**config.mk**
```make
export PLATFORM = sky130hd
export DESIGN_NAME = pipeline_stall_ctrl
export DESIGN_NICKNAME = d
export VERILOG_FILES = /design/src/rtl/pipeline_stall_ctrl_pkg.sv /design/src/rtl/pipeline_stall_ctrl_sat_counter.sv /design/src/rtl/pipeline_stall_ctrl.sv
export SDC_FILE = /design/constraint.sdc
export NUM_CORES = 1
export LEC_CHECK = 0
export CORE_MARGIN = 5
export CORE_UTILIZATION = 46
export CTS_BUF_LIST = sky130_fd_sc_hd__clkbuf_16
export DETAILED_ROUTE_END_ITERATION = 7
export PLACE_DENSITY_LB_ADDON = 0.15
export SETUP_SLACK_MARGIN = 0.05
export SYNTH_ARGS = -nofsm -noshare
export SYNTH_HDL_FRONTEND = slang
export SYNTH_SLANG_ARGS = --single-unit
```
**constraint.sdc**
```tcl
create_clock -name clk -period 3.5 [get_ports clk]
set_input_delay 0.525 -clock clk [delete_from_list [all_inputs] [get_ports clk]]
set_output_delay 0.525 -clock clk [all_outputs]
set_load 0.005 [all_outputs]
```
**src/rtl/pipeline_stall_ctrl_pkg.sv**
```systemverilog
//==============================================================================
// Module : pipeline_stall_ctrl_pkg
// Brief  : Shared constants and state encodings for the pipeline stall controller.
// Rev    : 1.0  initial release
//==============================================================================
`default_nettype none

package pipeline_stall_ctrl_pkg;

    // The bubble writes r0 only, so it can never act as a hazard source downstream.
    localparam logic [15:0] BUBBLE_INSTR = 16'h0000;

    typedef enum logic [1:0] {
        ST_RUN    = 2'd0,
        ST_DSTALL = 2'd1,
        ST_CSTALL = 2'd2,
        ST_STUCK  = 2'd3
    } stall_state_e;

endpackage

`default_nettype wire

```
**src/rtl/pipeline_stall_ctrl_sat_counter.sv**
```systemverilog
//==============================================================================
// Module : pipeline_stall_ctrl_sat_counter
// Brief  : Saturating up-counter with synchronous clear, asynchronous reset.
// Rev    : 1.0  initial release
//==============================================================================
`default_nettype none

module pipeline_stall_ctrl_sat_counter #(
    parameter int               WIDTH   = 4,
    parameter logic [WIDTH-1:0] MAX_VAL = '1
) (
    input  logic             clk,
    input  logic             rst,
    input  logic             inc_i,
    input  logic             clr_i,
    output logic [WIDTH-1:0] count_o
);

    logic [WIDTH-1:0] count_q;
    logic [WIDTH-1:0] count_d;

    always_comb begin
        count_d = count_q;
        if (clr_i) begin
            count_d = '0;
        end else if (inc_i && (count_q != MAX_VAL)) begin
            count_d = count_q + WIDTH'(1);
        end
    end

    always_ff @(posedge clk or posedge rst) begin
        if (rst) begin
            count_q <= '0;
        end else begin
            count_q <= count_d;
        end
    end

    assign count_o = count_q;

endmodule

`default_nettype wire

```
**src/rtl/pipeline_stall_ctrl.sv**
```systemverilog
//==============================================================================
// Module : pipeline_stall_ctrl
// Brief  : Owns ID/EX/MEM/WB instruction registers, inserts bubbles on hazards,
//          tracks consecutive stalls. Optional macro STALL_PERF_EN adds
//          data/control stall performance counters.
// Rev    : 1.0  initial release
//==============================================================================
`default_nettype none

module pipeline_stall_ctrl
    import pipeline_stall_ctrl_pkg::*;
#(
    parameter int MAX_STALL = 8
`ifdef STALL_PERF_EN
    ,
    parameter int CNT_W     = 16
`endif
) (
    input  logic              clk,
    input  logic              rst,
    input  logic [15:0]       if_instr,
    input  logic              data_hazard,
    input  logic              control_hazard,
    output logic              pc_en,
    output logic [15:0]       id_instr,
    output logic [15:0]       ex_instr,
    output logic [15:0]       mem_instr,
    output logic [15:0]       wb_instr,
    output logic [1:0]        stall_state,
    output logic              stall_timeout
`ifdef STALL_PERF_EN
    ,
    output logic [CNT_W-1:0]  data_stall_count,
    output logic [CNT_W-1:0]  ctrl_stall_count
`endif
);

    localparam int              SC_W       = $clog2(MAX_STALL + 1);
    localparam logic [SC_W-1:0] SC_MAX     = SC_W'(MAX_STALL);
    localparam logic [SC_W-1:0] SC_MAX_M1  = SC_W'(MAX_STALL - 1);

    stall_state_e     state_q, state_d;
    logic [15:0]      id_q, id_d;
    logic [15:0]      ex_q, ex_d;
    logic [15:0]      mem_q, mem_d;
    logic [15:0]      wb_q, wb_d;
    logic             timeout_q, timeout_d;
    logic [SC_W-1:0]  stall_cnt;
    logic             stall;
    logic             hits_max;

    assign stall    = data_hazard | control_hazard;
    // True on the edge where stall_cnt lands on (or stays at) MAX_STALL.
    assign hits_max = stall && (stall_cnt >= SC_MAX_M1);

    pipeline_stall_ctrl_sat_counter #(
        .WIDTH   (SC_W),
        .MAX_VAL (SC_MAX)
    ) u_stall_cnt (
        .clk     (clk),
        .rst     (rst),
        .inc_i   (stall),
        .clr_i   (!stall),
        .count_o (stall_cnt)
    );

    always_comb begin
        state_d   = ST_RUN;
        id_d      = if_instr;
        ex_d      = id_q;
        mem_d     = ex_q;
        wb_d      = mem_q;
        timeout_d = timeout_q | hits_max;
        if (data_hazard) begin
            id_d    = id_q;
            ex_d    = BUBBLE_INSTR;
            state_d = hits_max ? ST_STUCK : ST_DSTALL;
        end else if (control_hazard) begin
            id_d    = BUBBLE_INSTR;
            state_d = hits_max ? ST_STUCK : ST_CSTALL;
        end
    end

    always_ff @(posedge clk or posedge rst) begin
        if (rst) begin
            state_q   <= ST_RUN;
            id_q      <= BUBBLE_INSTR;
            ex_q      <= BUBBLE_INSTR;
            mem_q     <= BUBBLE_INSTR;
            wb_q      <= BUBBLE_INSTR;
            timeout_q <= 1'b0;
        end else begin
            state_q   <= state_d;
            id_q      <= id_d;
            ex_q      <= ex_d;
            mem_q     <= mem_d;
            wb_q      <= wb_d;
            timeout_q <= timeout_d;
        end
    end

    assign pc_en         = !rst && !data_hazard && !control_hazard;
    assign id_instr      = id_q;
    assign ex_instr      = ex_q;
    assign mem_instr     = mem_q;
    assign wb_instr      = wb_q;
    assign stall_state   = state_q;
    assign stall_timeout = timeout_q;

`ifdef STALL_PERF_EN
    // Data hazard wins when both are high, so the control count excludes it.
    pipeline_stall_ctrl_sat_counter #(
        .WIDTH   (CNT_W),
        .MAX_VAL ('1)
    ) u_data_cnt (
        .clk     (clk),
        .rst     (rst),
        .inc_i   (data_hazard),
        .clr_i   (1'b0),
        .count_o (data_stall_count)
    );

    pipeline_stall_ctrl_sat_counter #(
        .WIDTH   (CNT_W),
        .MAX_VAL ('1)
    ) u_ctrl_cnt (
        .clk     (clk),
        .rst     (rst),
        .inc_i   (control_hazard && !data_hazard),
        .clr_i   (1'b0),
        .count_o (ctrl_stall_count)
    );
`endif

endmodule

`default_nettype wire
```
# Word level (Yosys, flattened, before mapping)
# Cells that the tools add are included.
[totals]
ff_bits = 71
inputBits = 20
output_inout_bits = 68
word_cells = 28
[op_classes]
add_sub_neg = 1
n_lt_le_gt_ge = 1
n_eq_ne = 2
muxes = 8
n_bitwise = 2
reduce_logical = 7
[op_table]
columns = ["op", "count"]
rows = [
  ["16-bit 2-to-1 mux", 2],
  ["4-bit 2-to-1 mux", 2],
  ["2-bit 2-to-1 mux", 3],
  ["4-bit by 1-bit adder with 4-bit output, second input constant", 1],
  ["4-bit by 3-bit greater-or-equal comparator with 1-bit output, second input constant", 1],
  ["1-bit logical AND", 4],
  ["4-bit inequality test, second input constant", 1],
  ["1-bit logical NOT", 3],
  ["2-bit by 1-bit inequality test with 1-bit output, second input constant", 1],
  ["1-bit OR", 2],
  ["1-bit 2-to-1 mux", 1],
]

# Longest topological paths before layout
# Gate-level depths: netlist of the first run.
[depth]
ltp_word = 5
depth_mapped = 5

# Cells and area by module
# Synthesis of the first run repeated with hierarchy kept, for this count alone.
[hier_totals]
hier_cells = 160
hier_area_um2 = 2318.5
[by_module_without_submodules]
columns = ["module", "instances", "cells_each", "area_each_um2"]
rows = [
  ["pipeline_stall_ctrl", 1, 136, 2085.8],
  ["pipeline_stall_ctrl_sat_counter", 1, 24, 232.7],
]

# Least setup slack after synthesis of the first run
# No wires, ideal clock.
[synth_timing]
path_type = "input port to output port"
from = "in data_hazard"
to = "out pc_en"
arrival_ns = 1.013
t_required_ns = 2.975
setup_slack_ns = 1.962
stages = 3
n_path_buf = 2
cell_sequence = "buf_6 > buf_4 > nor3_1"
[synth_via]
elab_chain_cells = 3
[synth_lines]
columns = ["item", "line_no", "rtl"]
rows = [
  ["start: declaration", "pipeline_stall_ctrl.sv:22", "input logic data_hazard,"],
  ["1-bit logical NOT", "pipeline_stall_ctrl.sv:102", "assign pc_en = !rst && !data_hazard && !control_hazard;"],
  ["1-bit logical AND (2 in series)", "pipeline_stall_ctrl.sv:102", ""],
  ["end: declaration", "pipeline_stall_ctrl.sv:24", "output logic pc_en,"],
]
# Every way passes these cells.

# Final worst setup path of the first run
[layout_timing]
from = "in control_hazard"
to = "out pc_en"
[layout_via]
elab_chain_cells = 2
[layout_lines]
columns = ["item", "line_no", "rtl"]
rows = [
  ["start: declaration", "pipeline_stall_ctrl.sv:23", "input logic control_hazard,"],
  ["1-bit logical NOT", "pipeline_stall_ctrl.sv:102", ""],
  ["1-bit logical AND", "pipeline_stall_ctrl.sv:102", ""],
]
# Every way passes these cells.

==> results of run 1 <==
[cell type report]
type                       count  share of cell area, %
sequential                    71                   51.1
timing repair buffer          90                   25.7
multi-input combinational     54                   11.4
clock buffer                   9                   6.48
clock inverter                 7                   2.52
tap                           67                   2.41
inverter                       4                  0.432
[cell usage in the layout, fill, tap and decap left out, types with 3 or more instances in the layout]
master	n
inv_1	3
a21oi_1	3
nor2_1	3
buf_4	3
dfrtp_1	71
clkdlybuf4s50_1	87
a22o_1	14
clkbuf_16	9
nor2b_1	16
[sequential cells by signal, summed over array words and instances (netlist names)]
name	count
ex_instr	16
id_instr	16
mem_instr	16
stall_state	2
stall_timeout	1
u_stall_cnt.count_o	4
wb_instr	16
[power groups by stage]
stage	registers (mW)	logic, mW	clock network, mW
global route	0.950	0.286	0.983
global placement	0.947	0.251	0
floorplan	0.950	0.111	0
finish	0.940	0.256	0.926
detailed placement	0.954	0.261	0
CTS	0.940	0.263	0.949
[per-stage QoR]
stage	hold WS, ns	worst slack [ns]
2_1_floorplan	0.376	1.18
3_3_place_gp	0.356	1.23
3_5_place_dp	0.360	1.22
4_1_cts	0.372	1.20
5_1_grt	0.377	1.14
6_report	0.370	1.20
[metal layers]
metal | vias up | share of wire (%) | GRT usage [%]
li1 | 639 | - | -
met1 | 690 | 39 | 18.0
met2 | 54 | 51 | 24.6
met3 | 12 | 7.4 | 4.29
met4 | 0 | 2.5 | 8.78
met5 | - | 0 | 0
[worst max-delay path: cells and delay by family]
family                 cells  cell delay [ns]
buffers and inverters      2             1.04
AND/OR/NAND/NOR            1             0.21
[cells by family (layout without fill, tap and decap cells)]
logic type | after synthesis | after routing | synth area share (%)
fa+ha+maj | 2 | 2 | 1.12
mux | 1 | 1 | 0.447
flops | 71 | 71 | 79.4
xor+xnor | 2 | 2 | 0.783
buf+inv | 10 | 110 | 2.96
compound gates | 21 | 21 | 7.83
simple gates | 28 | 28 | 7.49
[path summary, 6_finish.rpt]
| check | start | endpoint | slack, ns |
|---|---|---|---|
| max in group asynchronous | rst | ex_instr[3] | 2.26 |
| worst min-delay path | mem_instr[6] | wb_instr[6] | 0.37 |
| worst max register to register | u_stall_cnt.count_o[0] | u_stall_cnt.count_o[1] | 2.29 |
| min in group asynchronous | rst | id_instr[10] | 0.53 |
| worst min register to register | mem_instr[6] | wb_instr[6] | 0.37 |
| worst max-delay path | control_hazard | pc_en | 1.20 |
==> flow_metrics.tcl, run 1 <==
set metrics [dict create \
    area_growth_pct 55.3 \
    crit_top_cell "clkdlybuf4s50_1" \
    antenna_found_initial 0 \
    io-pin-count 88 \
    synth_cells 135 \
    async_flop_share_pct 100 \
    utilization_pct 73.6 \
    p_per_area_mw_per_mm2 610 \
    cts_resized 0 \
    stdcell_area_mm2 0.00348 \
    sw_frac_of_total_pct 21.6 \
    finalCriticalPeriod_ns 2.30 \
    hold_class "reg -> reg" \
    cts-root-buf "clkbuf_16" \
    hold_viol 0 \
    dp_hpwl_um 3190 \
    post_cts_buffers 0 \
    p_switching_uw 459 \
    place_area_mm2 0.00316 \
    finalNonFillerCells 302 \
    placed_cells 286 \
    synth-edff-count 0 \
    clockPowerShare_pct 43.6 \
    ir_drop_v 0.000401 \
    clk_latency_ns 0.32 \
    core_mm2 0.00472 \
    place.gp.congestion 0.714 \
    synth_most_common_cell "dfrtp_1" \
    portBuffers 87 \
    routed-via-count 1395 \
    cts_inserted_buffers 9 \
    setup_viol 0 \
    grt_pass1_vias 1466 \
    grt_usage_pct 15.2 \
    tightest_slew_ns 0.508 \
    fin_nets 252 \
    drive_gt1_share_pct 8.51 \
    syn_nets 157 \
    netlist_area_mm2 0.00224 \
    synth_common_cells "71 x dfrtp_1, 16 x nor2b_1, 14 x a22o_1" \
    regArea_mm2 0.00178 \
    path_clk_slew_ns 0.05 \
    synth-seq-cells 71 \
    nFillCells 293 \
    row_count 25 \
    drc_errors 0 \
    cts-htree-levels 3 \
    critPathArrivalTime_ns 1.77 \
    r2r_cells 5 \
    holdPathStages 0 \
    yosysTopAreaCell "dfrtp_1" \
    critical_path_class "in -> out" \
    synth.distinct_cells 22 \
    grt_pass1_wl_um 7200 \
    cp-end-kind "output pin" \
    initial_core_util_pct 47.4 \
    synth_ff_type "dfrtp_1" \
    finalSetupTns_ns 0 \
    synth.top_cell.area_share_pct 79.4 \
    diodes 0 \
    drt-initial-drc-count 62 \
    cts_tree "built" \
    cp.required_ns 2.97 \
    p_int_mw 1.66 \
    hold_buffers 0 \
    crit_slowest_cell "clkdlybuf4s50_1" \
    die_width_um 79.8 \
    syn_area_per_cell_um2 16.6 \
    die-area_mm2 0.00636 \
    slew_headroom_pct 66.0 \
    pwr-share-seq_pct 44.3 \
    synth_area_leaders "dfrtp_1 79%, a22o_1 5.5%, nor2b_1 4.5%" \
    fin_skew_ns 0.00375 \
    total_power_mw 2.12 \
    grt_start_max_net_pins 37 \
    die_h_um 79.8 \
    multi_input_area_um2 395 \
    viasPerCell 4.62 \
    yosysSeqAreaShare_pct 79.4 \
    drt-total-wl_um 4450 \
    drv_cap 0 \
    combPwrFrac_pct 12.1 \
    power.leakage_nw 1.59 \
    worstSetupStartpointType "input port" \
    cp_max_fo 4 \
    finalCritPeriodShare_pct 65.6 \
    crit_chain "clkdlybuf4s50_1, nor3_1, clkdlybuf4s50_1" \
    rsz0062_at_grt "false" \
    drtAntennaViolNets 0 \
    synth_warnings 0 \
    routedWlPerCell_um 14.7 \
    slowest_delay_ns 0.54 \
    cts.sinks 71 \
    status "complete, no violations" \
    gr-total-overflow 0 \
    cts_buffer_depth 2 \
    max_freq_mhz 436 \
    dr.pass1.iters 4 \
    drv_slew 0 \
]
(Power assumes the default switching activity.)
==> run 2: changes to the inputs <==
CORE_UTILIZATION = 42   (was 46)
clock period = 2.3 ns   (was 3.5 ns; I/O delays follow)
==> flow_metrics.tcl, run 2 (synthesized netlist as in run 1, its figures left out) <==
set metrics [dict create \
    status "complete, no violations" \
    grt_start_max_net_pins 40 \
    antenna_found_initial 0 \
    finalCriticalPeriod_ns 1.95 \
    wl_met1_um 1770 \
    r2r_cells 5 \
    row_count 26 \
    cp_max_fo 4 \
    fin_nets 251 \
    diodes 0 \
    p_per_area_mw_per_mm2 930 \
    viasPerCell 4.64 \
    setup_viol 0 \
    min_to "mem_instr[11]" \
    slew_headroom_pct 54.5 \
    rsz0062_at_grt "false" \
    crit_slowest_cell "clkdlybuf4s50_1" \
    place_ws_ns 0.366 \
    drt-initial-drc-count 66 \
    max_freq_mhz 513 \
    cp.required_ns 1.96 \
    nFillCells 403 \
    power.leakage_nw 1.60 \
    finalSetupTns_ns 0 \
    initial_core_util_pct 43.5 \
    top_layer_used "met4" \
    crit_family "buffers and inverters" \
    grt_usage_pct 15.3 \
    cts-htree-levels 3 \
    drv_cap 0 \
    slowest_delay_ns 0.53 \
    tightest_slew_ns 0.681 \
    layout_common_cells "87 x clkdlybuf4s50_1, 71 x dfrtp_1, 16 x nor2b_1" \
    drtAntennaViolNets 0 \
    dr_wl_met3_um 286 \
    gr-total-overflow 0 \
    dr.pass1.iters 4 \
    path_clk_slew_ns 0.05 \
    crit_buf_inv 2 \
    holdPathStages 0 \
    portBuffers 87 \
    critical_path_class "in -> out" \
    cts_buffer_depth 2 \
    drt-total-wl_um 4860 \
    wl_met2_um 2680 \
    grt_pass1_wl_um 8140 \
    final_common_cell "clkdlybuf4s50_1" \
    cts.sinks 71 \
    dp_hpwl_um 3600 \
    fin_hold_ws_ns 0.371 \
    worstSetupStartpointType "input port" \
    critPathArrivalTime_ns 1.60 \
    core_mm2 0.00514 \
    finalCritPeriodShare_pct 84.8 \
    crit_top_cell "clkdlybuf4s50_1" \
    r2r-end "u_stall_cnt.count_o[1]" \
    cts-root-buf "clkbuf_16" \
    regToRegSetupSlack_ns 1.09 \
    die-area_mm2 0.00689 \
    place.gp.congestion 0.660 \
    hold_buffers 0 \
    timing.rr.start "u_stall_cnt.count_o[0]" \
    fin_skew_ns 0.00549 \
    finalWorstSetupSlack_ns 0.350 \
    utilization_pct 67.8 \
    hp-start "ex_instr[11]" \
    drc_errors 0 \
    hold_class "reg -> reg" \
    drv_slew 0 \
    grt_pass1_vias 1561 \
    clk_latency_ns 0.32 \
    io-pin-count 88 \
    drive_gt1_share_pct 8.12 \
    routedWlPerCell_um 16.0 \
    post_cts_buffers 0 \
    area_growth_pct 55.8 \
    ir_drop_v 0.000582 \
    cp-end-kind "output pin" \
    cts_resized 0 \
    hold_viol 0 \
    die_h_um 83.0 \
    routed-via-count 1410 \
    crit_chain "clkdlybuf4s50_1, nor3_1, clkdlybuf4s50_1" \
    cts_inserted_buffers 9 \
    die_width_um 83.0 \
    cts_tree "built" \
]
[run 2: cell count changes in the layout (fill, tap and decap cells not counted), sizes merged]
cell and delta:
inv +1, buf -1, clkinvlp -1
[run 2: layout make-up]
type	count	area [µm²]	area share [%]
Sequential cell	71	1780	51.0
Timing Repair Buffer	89	898	25.8
Multi-Input combinational cell	54	395	11.3
Clock buffer	9	225	6.46
Clock inverter	7	88.8	2.55
Tap cell	70	87.6	2.51
Inverter	4	15.0	0.431
[run 2: worst max path at each step]
stage,start,to,cells after the start
finish,control_hazard,pc_en,3
global placement,control_hazard,pc_en,3
global route,control_hazard,pc_en,3
detailed placement,control_hazard,pc_en,3
CTS,control_hazard,pc_en,3
floorplan,rst,ex_instr[0],1
[run 2: power breakdown]
part	internal [mW]	leakage [nW]	switching (mW)
Clock	0.940	0.154	0.474
Sequential	1.36	0.941	0.0765
Combinational	0.239	0.506	0.159
[run 2: metal layers]
metal	track usage [%]	vias up
li1	-	638
met1	15.8	707
met2	26.7	55
met3	5.84	10
met4	8.02	0
met5	0	-
[run 2: metrics by stage]
step	area (µm²)	std cells	total power, mW
after CTS	3490	304	3.29
after floorplan	2240	135	1.61
after detailed placement	3170	288	1.86
final	3490	304	3.24
after global placement	3170	288	1.82
after global routing	3490	304	3.40
